--- src/rtl/sha2_compress_core.sv ---
// Iterative SHA-2 compression core: one round per clock,
// on-the-fly 16-word schedule window, feed-forward on the last round.
module sha2_compress_core #(
  parameter int WORD_SIZE = 32
) (
  input  logic                   clk,
  input  logic                   rst,
  input  logic                   block_valid,
  output logic                   block_ready,
  input  logic [16*WORD_SIZE-1:0] block_data,
  input  logic [8*WORD_SIZE-1:0]  hash_in,
  output logic [6:0]             k_index,
  input  logic [WORD_SIZE-1:0]   k_value,
  output logic                   digest_valid,
  input  logic                   digest_ready,
  output logic [8*WORD_SIZE-1:0] digest
);

  localparam int ROUNDS = (WORD_SIZE == 64) ? 80 : 64;
  localparam logic [6:0] LAST = 7'(ROUNDS - 1);

  typedef logic [WORD_SIZE-1:0] word_t;
  typedef enum logic [1:0] {IDLE, ROUND, DONE} state_t;

  state_t     state;
  word_t      a, b, c, d, e, f, g, h;
  word_t      hold [8];
  word_t      w [16];
  logic [6:0] t;

  function automatic word_t rotr(input word_t x, input int n);
    return (x >> n) | (x << (WORD_SIZE - n));
  endfunction

  function automatic word_t bsig0(input word_t x);
    if (WORD_SIZE == 64)
      return rotr(x, 28) ^ rotr(x, 34) ^ rotr(x, 39);
    return rotr(x, 2) ^ rotr(x, 13) ^ rotr(x, 22);
  endfunction

  function automatic word_t bsig1(input word_t x);
    if (WORD_SIZE == 64)
      return rotr(x, 14) ^ rotr(x, 18) ^ rotr(x, 41);
    return rotr(x, 6) ^ rotr(x, 11) ^ rotr(x, 25);
  endfunction

  function automatic word_t ssig0(input word_t x);
    if (WORD_SIZE == 64)
      return rotr(x, 1) ^ rotr(x, 8) ^ (x >> 7);
    return rotr(x, 7) ^ rotr(x, 18) ^ (x >> 3);
  endfunction

  function automatic word_t ssig1(input word_t x);
    if (WORD_SIZE == 64)
      return rotr(x, 19) ^ rotr(x, 61) ^ (x >> 6);
    return rotr(x, 17) ^ rotr(x, 19) ^ (x >> 10);
  endfunction

  function automatic word_t ch(input word_t x, input word_t y,
                               input word_t z);
    return (x & y) ^ (~x & z);
  endfunction

  function automatic word_t maj(input word_t x, input word_t y,
                                input word_t z);
    return (x & y) ^ (x & z) ^ (y & z);
  endfunction

  word_t t1, t2, a_nx, e_nx, w_nx;
  logic [8*WORD_SIZE-1:0] fold;

  always_comb begin
    t1   = h + bsig1(e) + ch(e, f, g) + k_value + w[0];
    t2   = bsig0(a) + maj(a, b, c);
    a_nx = t1 + t2;
    e_nx = d + t1;
    w_nx = ssig1(w[14]) + w[9] + ssig0(w[1]) + w[0];
    // post-round a..h folded into the chaining value
    fold = {hold[0] + a_nx, hold[1] + a,
            hold[2] + b,    hold[3] + c,
            hold[4] + e_nx, hold[5] + e,
            hold[6] + f,    hold[7] + g};
  end

  assign k_index = t;

  always_ff @(posedge clk) begin
    if (rst) begin
      state        <= IDLE;
      block_ready  <= 1'b1;
      digest_valid <= 1'b0;
      digest       <= '0;
      t            <= '0;
      a <= '0; b <= '0; c <= '0; d <= '0;
      e <= '0; f <= '0; g <= '0; h <= '0;
      for (int i = 0; i < 8; i++)
        hold[i] <= '0;
      for (int i = 0; i < 16; i++)
        w[i] <= '0;
    end else begin
      unique case (1'b1)
        state == IDLE: begin
          if (block_valid) begin
            a <= hash_in[7*WORD_SIZE +: WORD_SIZE];
            b <= hash_in[6*WORD_SIZE +: WORD_SIZE];
            c <= hash_in[5*WORD_SIZE +: WORD_SIZE];
            d <= hash_in[4*WORD_SIZE +: WORD_SIZE];
            e <= hash_in[3*WORD_SIZE +: WORD_SIZE];
            f <= hash_in[2*WORD_SIZE +: WORD_SIZE];
            g <= hash_in[1*WORD_SIZE +: WORD_SIZE];
            h <= hash_in[0*WORD_SIZE +: WORD_SIZE];
            for (int i = 0; i < 8; i++)
              hold[i] <= hash_in[(7-i)*WORD_SIZE +: WORD_SIZE];
            for (int i = 0; i < 16; i++)
              w[i] <= block_data[(15-i)*WORD_SIZE +: WORD_SIZE];
            t           <= '0;
            block_ready <= 1'b0;
            state       <= ROUND;
          end
        end
        state == ROUND: begin
          h <= g;
          g <= f;
          f <= e;
          e <= e_nx;
          d <= c;
          c <= b;
          b <= a;
          a <= a_nx;
          for (int i = 0; i < 15; i++)
            w[i] <= w[i+1];
          w[15] <= w_nx;
          if (t == LAST) begin
            digest       <= fold;
            digest_valid <= 1'b1;
            t            <= '0;
            state        <= DONE;
          end else begin
            t <= t + 7'd1;
          end
        end
        state == DONE: begin
          if (digest_ready) begin
            digest_valid <= 1'b0;
            block_ready  <= 1'b1;
            state        <= IDLE;
          end
        end
        default: begin
          digest_valid <= 1'b0;
          block_ready  <= 1'b1;
          t            <= '0;
          state        <= IDLE;
        end
      endcase
    end
  end

endmodule

--- config.mk ---
export PLATFORM = sky130hd
export DESIGN_NAME = sha2_compress_core
export DESIGN_NICKNAME = d
export VERILOG_FILES = /design/src/rtl/sha2_compress_core.sv
export SDC_FILE = /design/constraint.sdc
export NUM_CORES = 2
export LEC_CHECK = 0
export ABC_CLOCK_PERIOD_IN_PS = 17490
export CAP_MARGIN = 25
export CORE_UTILIZATION = 30
export DETAILED_ROUTE_END_ITERATION = 12
export PLACE_DENSITY = 0.6
export SKIP_LAST_GASP = 1
export SLEW_MARGIN = 10
export SYNTH_ARGS = -nofsm -noshare
export SYNTH_HDL_FRONTEND = slang
export SYNTH_SLANG_ARGS = --single-unit
--- constraint.sdc ---
create_clock -name clk -period 17.49 [get_ports clk]
set_input_delay 3.498 -clock clk [delete_from_list [all_inputs] [get_ports clk]]
set_output_delay 3.498 -clock clk [all_outputs]
set_load 0.01 [all_outputs]
# Word level (Yosys, flattened, before mapping)
# Memories as Yosys holds them, arrays and structs flattened.
# Index checks and enable logic that the tools add are counted.
# totals
regBits	523
mem_bits_rw	768
in_bits	804
out_inout_bits	265
memories	2
# op_classes
n_addsub	19
eq_ne	6
mux	78
bitwise_logic	70
n_reduce_logical	8
# mem_list
memory	depth	width	rd	rd_ports_with_merged_regs	wr	line_no	source
w	16	32	16	0	16	28	word_t w [16];
hold	8	32	8	0	8	27	word_t hold [8];
# op_table
op	count
$mux W32	48
$add A32 B32 Y32	18
$pmux W32 S2	8
$xor A32 B32 Y32	9
$and A32 B32 Y32	5
$or A1 B1 Y1	40
$not A32 Y32	1
$or A10 B32 Y32	1
$or A13 B32 Y32	1
$or A14 B32 Y32	1
$or A15 B32 Y32	1
$or A19 B32 Y32	1
$or A21 B32 Y32	1
$or A25 B32 Y32	1
$or A26 B32 Y32	1
$or A30 B32 Y32	1
$or A7 B32 Y32	1
$xor A32 B22 Y32	1
$xor A32 B29 Y32	1
$pmux W7 S3	1
$mux W7	2
$mux W1	13
$reduce_and A3 Y1	3
$add A7 B1 Y7 const B	1
other kinds (12)	20

# Logic depth before layout (Yosys ltp)
# depth
word_depth	9
ltp_mapped	45
ltp_nobuf	44

# Worst setup path before layout
# Ideal clock, no wire load.
# synth_path
path_type	input port to flip-flop
start	input rst
end	memory w[0][100] in the netlist's numbering, enable pin
setup_ns	0.574
arrival_time_ns	14.438
t_required_ns	16.916
setup_slack_ns	2.478
path_stages	7
n_path_buf	3
cell_sequence	clkbuf_1 > inv_1 > nand2_1 > nor2_1 > clkbuf_1 > buf_1 > inv_1
# synth_lines
item	line_no	source
start: declaration	7	input logic rst,
end: declaration	28	

# Final worst setup path
# layout_path
start	input k_value[1]
end	register digest[254]
# layout_via
elab_chain_cells	4
# layout_rtl
item	line_no	source
start: declaration	13	input logic [WORD_SIZE-1:0] k_value,
$add A32 B32 Y32 (2 in series)	73	t1 = h + bsig1(e) + ch(e, f, g) + k_value + w[0];
$add A32 B32 Y32	75	a_nx = t1 + t2;
$add A32 B32 Y32	79	fold = {hold[0] + a_nx, hold[1] + a,
end signal: assignment	134	digest <= fold;
end: declaration	16	output logic [8*WORD_SIZE-1:0] digest
# Every way passes these cells.
# A chain may end at the register's enable or synchronous reset.

==> out/results.tsv <==
stage	metric	value	unit
logic_synthesis	yosysWarnings	0	
setup_path	r2r-end	digest[254]	
logic_synthesis	synth_area	74800	um^2
cells_and_area	area_growth	26.17	%
worst_hold_path	worstHoldEndpoint	digest[211]	
setup_path	r2r_slack	6.77	ns
clock_tree	cts_max_path_buffers	3	
logic_synthesis	yosysSeqAreaShare	44.83	%
sta	postLayoutSetupSlackWorst	4.612	ns
logic_synthesis	yosys.cell_types.count	85	
logic_synthesis	syn_inst	7653	
setup_path	crit_family	compound AO/OA/AOI/OAI gates	
routing	wl	348000	um
clock_tree	cts_tree	built	
cells_and_area	fin_util	38.23	%
global_routing	grt_use_total	26.72	%
setup_path	reg2reg_depth	44	
setup_path	cp_slowest_cell	fa_1	
sta	skew	0.08246	ns
placement	place_ws	3.855	ns
die	initial_core_util	30.30	%
setup_path	crit_path_end_kind	flop	
worst_hold_path	hold_path.class	reg2reg	
routing	drc	0	
sta	setup_violations	0	
clock_tree	cts_setup_buffers	0	
sta	setup_tns	0	ns
sta	period_share	73.63	%
setup_path	crit_arrival	13.62	ns
die	die_w	501.3	um
clock_tree	h-tree-depth	4	
worst_hold_path	whs_path_depth	2	
setup_path	path_class	in2reg	
logic_synthesis	avgSynthCellArea	9.774	um^2
job	drv_cap	0	
placement	io_buffer_count	1068	
clock_tree	clkSinkCount	1291	
global_routing	overflow	0	
setup_path	cp.buffers_inverters	5	
setup_path	required	18.23	ns
clock_tree	holdBufCountCts	0	
sta	worst_pin_slew	1.203	ns
die	std_cell_rows	182	
die	die_h	501.3	um
run_status	status	completed	
clock_tree	insertion_delay	0.86	ns
global_routing	grt_max_degree	207	
setup_path	cp-start-kind	input pin	
routing	dr_total_vias	64020	
worst_hold_path	hp-start	digest[211]	
sta	layout_min_cycle_time	12.88	ns
global_routing	grt_pass1_wl	474500	um
clock_tree	cts_root_buffer	clkbuf_16	
sta	hold_viol	0	
routing	drtAntennaViolNets	0	
sta	max-slew-margin-rel	19.82	%
die	num_io_pins	1069	
sta	slew_violations	0	
placement	place_congestion	0.9707	
logic_synthesis	synth-async-reset-ratio	0	%
sta	rsz0062_at_grt	false	
die	dieArea	251300	um^2
setup_path	slowest_delay	0.52	ns
setup_path	crit_top_cell	fa_1	
routing	wire_per_inst	28.98	um
clock_tree	cts_buffers	156	
logic_synthesis	ys.flop_type	edfxtp_1	
logic_synthesis	synthesis.nets	9029	
clock_tree	cts_resized	0	
logic_synthesis	ys_ff_latch	1291	
die	core_area	246800	um^2
placement	dp.final_hpwl	273500	um
setup_path	rr_startpoint	e[26]	
global_routing	first_global_vias	62207	
cells_and_area	drive_above_1_share	5.063	%
sta	max_freq	77.65	MHz
placement	placed_area	88890	um^2
routing	drtIter0Drc	6636	
global_routing	antenna_found_initial	105	
routing	via_per_inst	5.330	
logic_synthesis	synth_edf_count	768	
routing	first_pass_iters	6	
clock_tree	clk_pin_slew	0.06	ns
setup_path	path_max_fanout	6	
cells_and_area	postLayoutCellArea	94370	um^2
cells_and_area	nNetsFinal	9898	
tightest hold or removal path: stages (launching register included):
cell and delay (ns):
dfxtp_1 0.31, nand2_1 0.05, a21oi_1 0.05
cells in the mapped netlist (59+ instances only):
cell type | instances | area share [%]
nand2_1 | 1302 | 6.5
edfxtp_1 | 768 | 31
a21oi_1 | 702 | 4.7
dfxtp_1 | 523 | 14
clkbuf_1 | 458 | 2.3
nor2_1 | 398 | 2.0
xnor2_1 | 390 | 4.6
ha_1 | 377 | 6.3
inv_1 | 370 | 1.9
a22o_1 | 322 | 3.8
a21o_1 | 232 | 2.3
and3_1 | 221 | 1.8
a311oi_1 | 195 | 2.3
fa_1 | 195 | 5.2
xor2_1 | 170 | 2.0
o21ai_0 | 168 | 1.1
nor2b_1 | 103 | 0.86
a211oi_1 | 70 | 0.70
nand3_1 | 70 | 0.47
o21a_1 | 59 | 0.59
area by class of cell:
class,instances,area [um^2]
Clock inverter,76,863.3
Fill cell,24622,152500
Clock buffer,211,4452
Sequential cell,1291,33530
Timing Repair Buffer,1181,11660
Antenna cell,48,120.1
Tap cell,3312,4144
Multi-Input combinational cell,5520,38180
Inverter,372,1416
logic make-up (layout without fill, tap and decap cells):
kind of cell,count (synthesis),in the layout,synth area share [%]
fa+ha+maj,577,577,11.59
buf+inv,842,1840,4.227
mux,35,35,0.5169
other cells,0,48,0
flops,1291,1291,44.83
simple gates,2294,2294,13.40
compound gates,2052,2052,18.83
xor+xnor,562,562,6.609
registers in the layout, indices dropped and copies added (netlist names):
signal / cells
c: 32
g: 32
digest_valid: 1
state: 2
a: 32
w: 512
k_index: 7
b: 32
block_ready: 1
d: 32
digest: 256
e: 32
h: 32
hold: 256
f: 32
per-layer routing:
layer  GRT usage (%)  wire length [um]
met4           14.13             19870
met1           30.70            129800
met2           45.80            169800
met3           6.287             28090
met5               0               489
worst max path at each step:
stage | cells past startpoint | end | from | slack (ns)
6_report | 43 | digest[254] | k_value[1] | 4.61
5_1_grt | 42 | digest[254] | k_value[1] | 4.02
4_1_cts | 43 | digest[254] | k_value[1] | 4.71
3_5_place_dp | 43 | digest[254] | k_value[1] | 3.86
3_3_place_gp | 43 | digest[254] | k_value[1] | 3.83
2_1_floorplan | 7 | w[0][100] | rst | 2.48
through the flow:
step                      hold slack (ns)  std cells
after floorplan                    0.4584       7653
after global placement             0.4421      11665
after detailed placement           0.4443      11674
after CTS                          0.4526      11961
after global routing               0.4620      12001
final                              0.4509      12011
cell usage in the layout, fill, tap and decap left out, types with 165 or more instances in the layout:
| cell type | n |
|---|---|
| clkdlybuf4s50_1 | 1067 |
| fa_1 | 195 |
| inv_1 | 366 |
| a21o_1 | 232 |
| a311oi_1 | 195 |
| xor2_1 | 170 |
| nand2_1 | 1299 |
| ha_1 | 377 |
| clkbuf_16 | 165 |
| o21ai_0 | 168 |
| xnor2_1 | 390 |
| dfxtp_1 | 523 |
| nor2_1 | 393 |
| and3_1 | 221 |
| a21oi_1 | 702 |
| a22o_1 | 322 |
| edfxtp_1 | 768 |
Power is left out: the tool's default activity adds up to more than one toggle a clock period on the data nets, which glitch-free logic cannot reach.
==> patch (config.mk and constraints unchanged) <==
`WORD_SIZE`: 32 -> 16.
--- a/src/rtl/sha2_compress_core.sv
+++ b/src/rtl/sha2_compress_core.sv
@@ -1,7 +1,7 @@
 // Iterative SHA-2 compression core: one round per clock,
 // on-the-fly 16-word schedule window, feed-forward on the last round.
 module sha2_compress_core #(
-  parameter int WORD_SIZE = 32
+  parameter int WORD_SIZE = 16
 ) (
   input  logic                   clk,
   input  logic                   rst,
Interface: changed (resized block_data, digest, hash_in and k_value); port bits go from 1069 to 541. No check against the original RTL was run, so the function may have changed too.
==> patch against the original RTL <==
Worst setup slack improved by 2.8 ns. Wire length decreased by 62%. Area after synthesis decreased by 52%. Sequential cell count decreased by 640. Via count decreased by 55%. Final area decreased by 52%. Critical endpoint is now digest[127]$_SDFFE_PP0P_.
Power is not shown: default switching activity piles up to over one toggle a cycle in this logic, so the estimate is an artifact.
==> patch: results (changes against the original RTL) <==
[outcome]
status=finished clean

[placement]
place.detailed.instances=5556  ; -52%
dpl.hpwl_mm=99.7  ; -64%
pre_cts_ws_ns=6.72  ; +2.87 ns
place_congestion=0.886  ; -8.7%
port_buffers=540  ; -49%

[synth]
synth_cell_types=68  ; -20%
postSynthAreaPerCell_um2=9.84  ; +0.70%
netlist_top_cells_area=edfxtp_1 (32%), dfxtp_1 (15%), ha_1 (6.7%)
synth_edf_count=384  ; -50%
synth-seq-area-share_pct=47.1  ; +2.2 points
synth_xor_area_share_pct=4.69  ; -1.9 points
synth_fa_ha_area_share_pct=11.8  ; +0.18 points
yosys-top-cells-count=nand2_1 (611), edfxtp_1 (384), a21oi_1 (292)
yosys_warnings=0  ; unchanged
synth_nets=4329  ; -52%
synth_mux_area_share_pct=0.579  ; +0.062 points

[cells_and_area]
reg.largest.list=w (256), digest (128), hold (128)
fin_nets=4787  ; -52%
drive_gt1_share_pct=5.18  ; +0.12 points

[critical_path]
crit_family=adder cells
crit_arrival_ns=10.66  ; -2.96 ns

[global_routing]
grtUsageMet2_pct=34.9  ; -11 points
antenna_found_initial=38  ; -64%
grt_pass1_wl_mm=189  ; -60%
grt_pass1_vias=28000  ; -55%
grt_use_total_pct=21.2  ; -5.5 points
grt_max_degree=97  ; -53%
grtUsageMet3_pct=6.40  ; +0.11 points
gr-usage-met1_pct=26.1  ; -4.6 points

[clock_network]
cts_buffers=80  ; -49%
clock_insertion_delay_worst_skew_ns=0.66  ; -0.20 ns
h-tree-depth=3  ; -1

[detailed_routing]
drt-initial-drc-count=2271  ; -66%
routed_via_density=5.04  ; -5.5%
drt-pass1-iter-count=5  ; -1
vias=28700  ; -55%

[timing]
tightest_slew_ns=1.11  ; -0.0891 ns
finalClockSkew_ns=0.0243  ; -0.0581 ns

## patch: cell families (layout without fill, tap and decap cells)
kind of cell | Yosys count | in the layout
AO/OA/AOI/OAI | 877 | 877
XOR/XNOR | 191 | 191
adder cells (fa/ha/maj) | 284 | 284
buffers and inverters | 452 | 976
flip-flops | 651 | 651
multiplexers | 19 | 19
other | 0 | 5
AND/OR/NAND/NOR | 1170 | 1170
## patch: worst paths after layout
check                           depth (start not counted)  slack [ns]                     from                  endpoint
worst max-delay path                                   36        7.39               k_value[2]  digest[127]$_SDFFE_PP0P_
worst max register to register                         35        9.91        e[8]$_SDFFE_PP0P_  digest[127]$_SDFFE_PP0P_
worst min-delay path                                    2        0.45  digest[31]$_SDFFE_PP0P_   digest[31]$_SDFFE_PP0P_
worst min register to register                          2        0.45  digest[31]$_SDFFE_PP0P_   digest[31]$_SDFFE_PP0P_
## patch: metal layers
layer  up-vias  wire, um  share of wire [%]
met5         -       347               0.26
met4        58      4220                3.2
met3       221     10800                8.2
met2       935     61700                 47
met1     13800     54600                 41
li1      13700         -                  -
## patch: metrics by stage
stage	util, %	cell area (um^2)
finish	38.5	45500
global route	38.5	45500
CTS	38.5	45500
detailed placement	36.2	42800
global placement	36.2	42800
floorplan	-	35900
## patch: final cells by class
class / instances / area, um^2
Clock buffer: 101 / 2180
Sequential cell: 651 / 16900
Multi-Input combinational cell: 2541 / 17400
Clock inverter: 47 / 449
Inverter: 250 / 943
Tap cell: 1536 / 1920
Timing Repair Buffer: 578 / 5730
Fill cell: 11700 / 72800
Antenna cell: 5 / 12.5
## patch: worst min-delay path: stages (launching register included)
cell	delay (ns)
dfxtp_1	0.31
nand2_1	0.05
o21ai_1	0.05
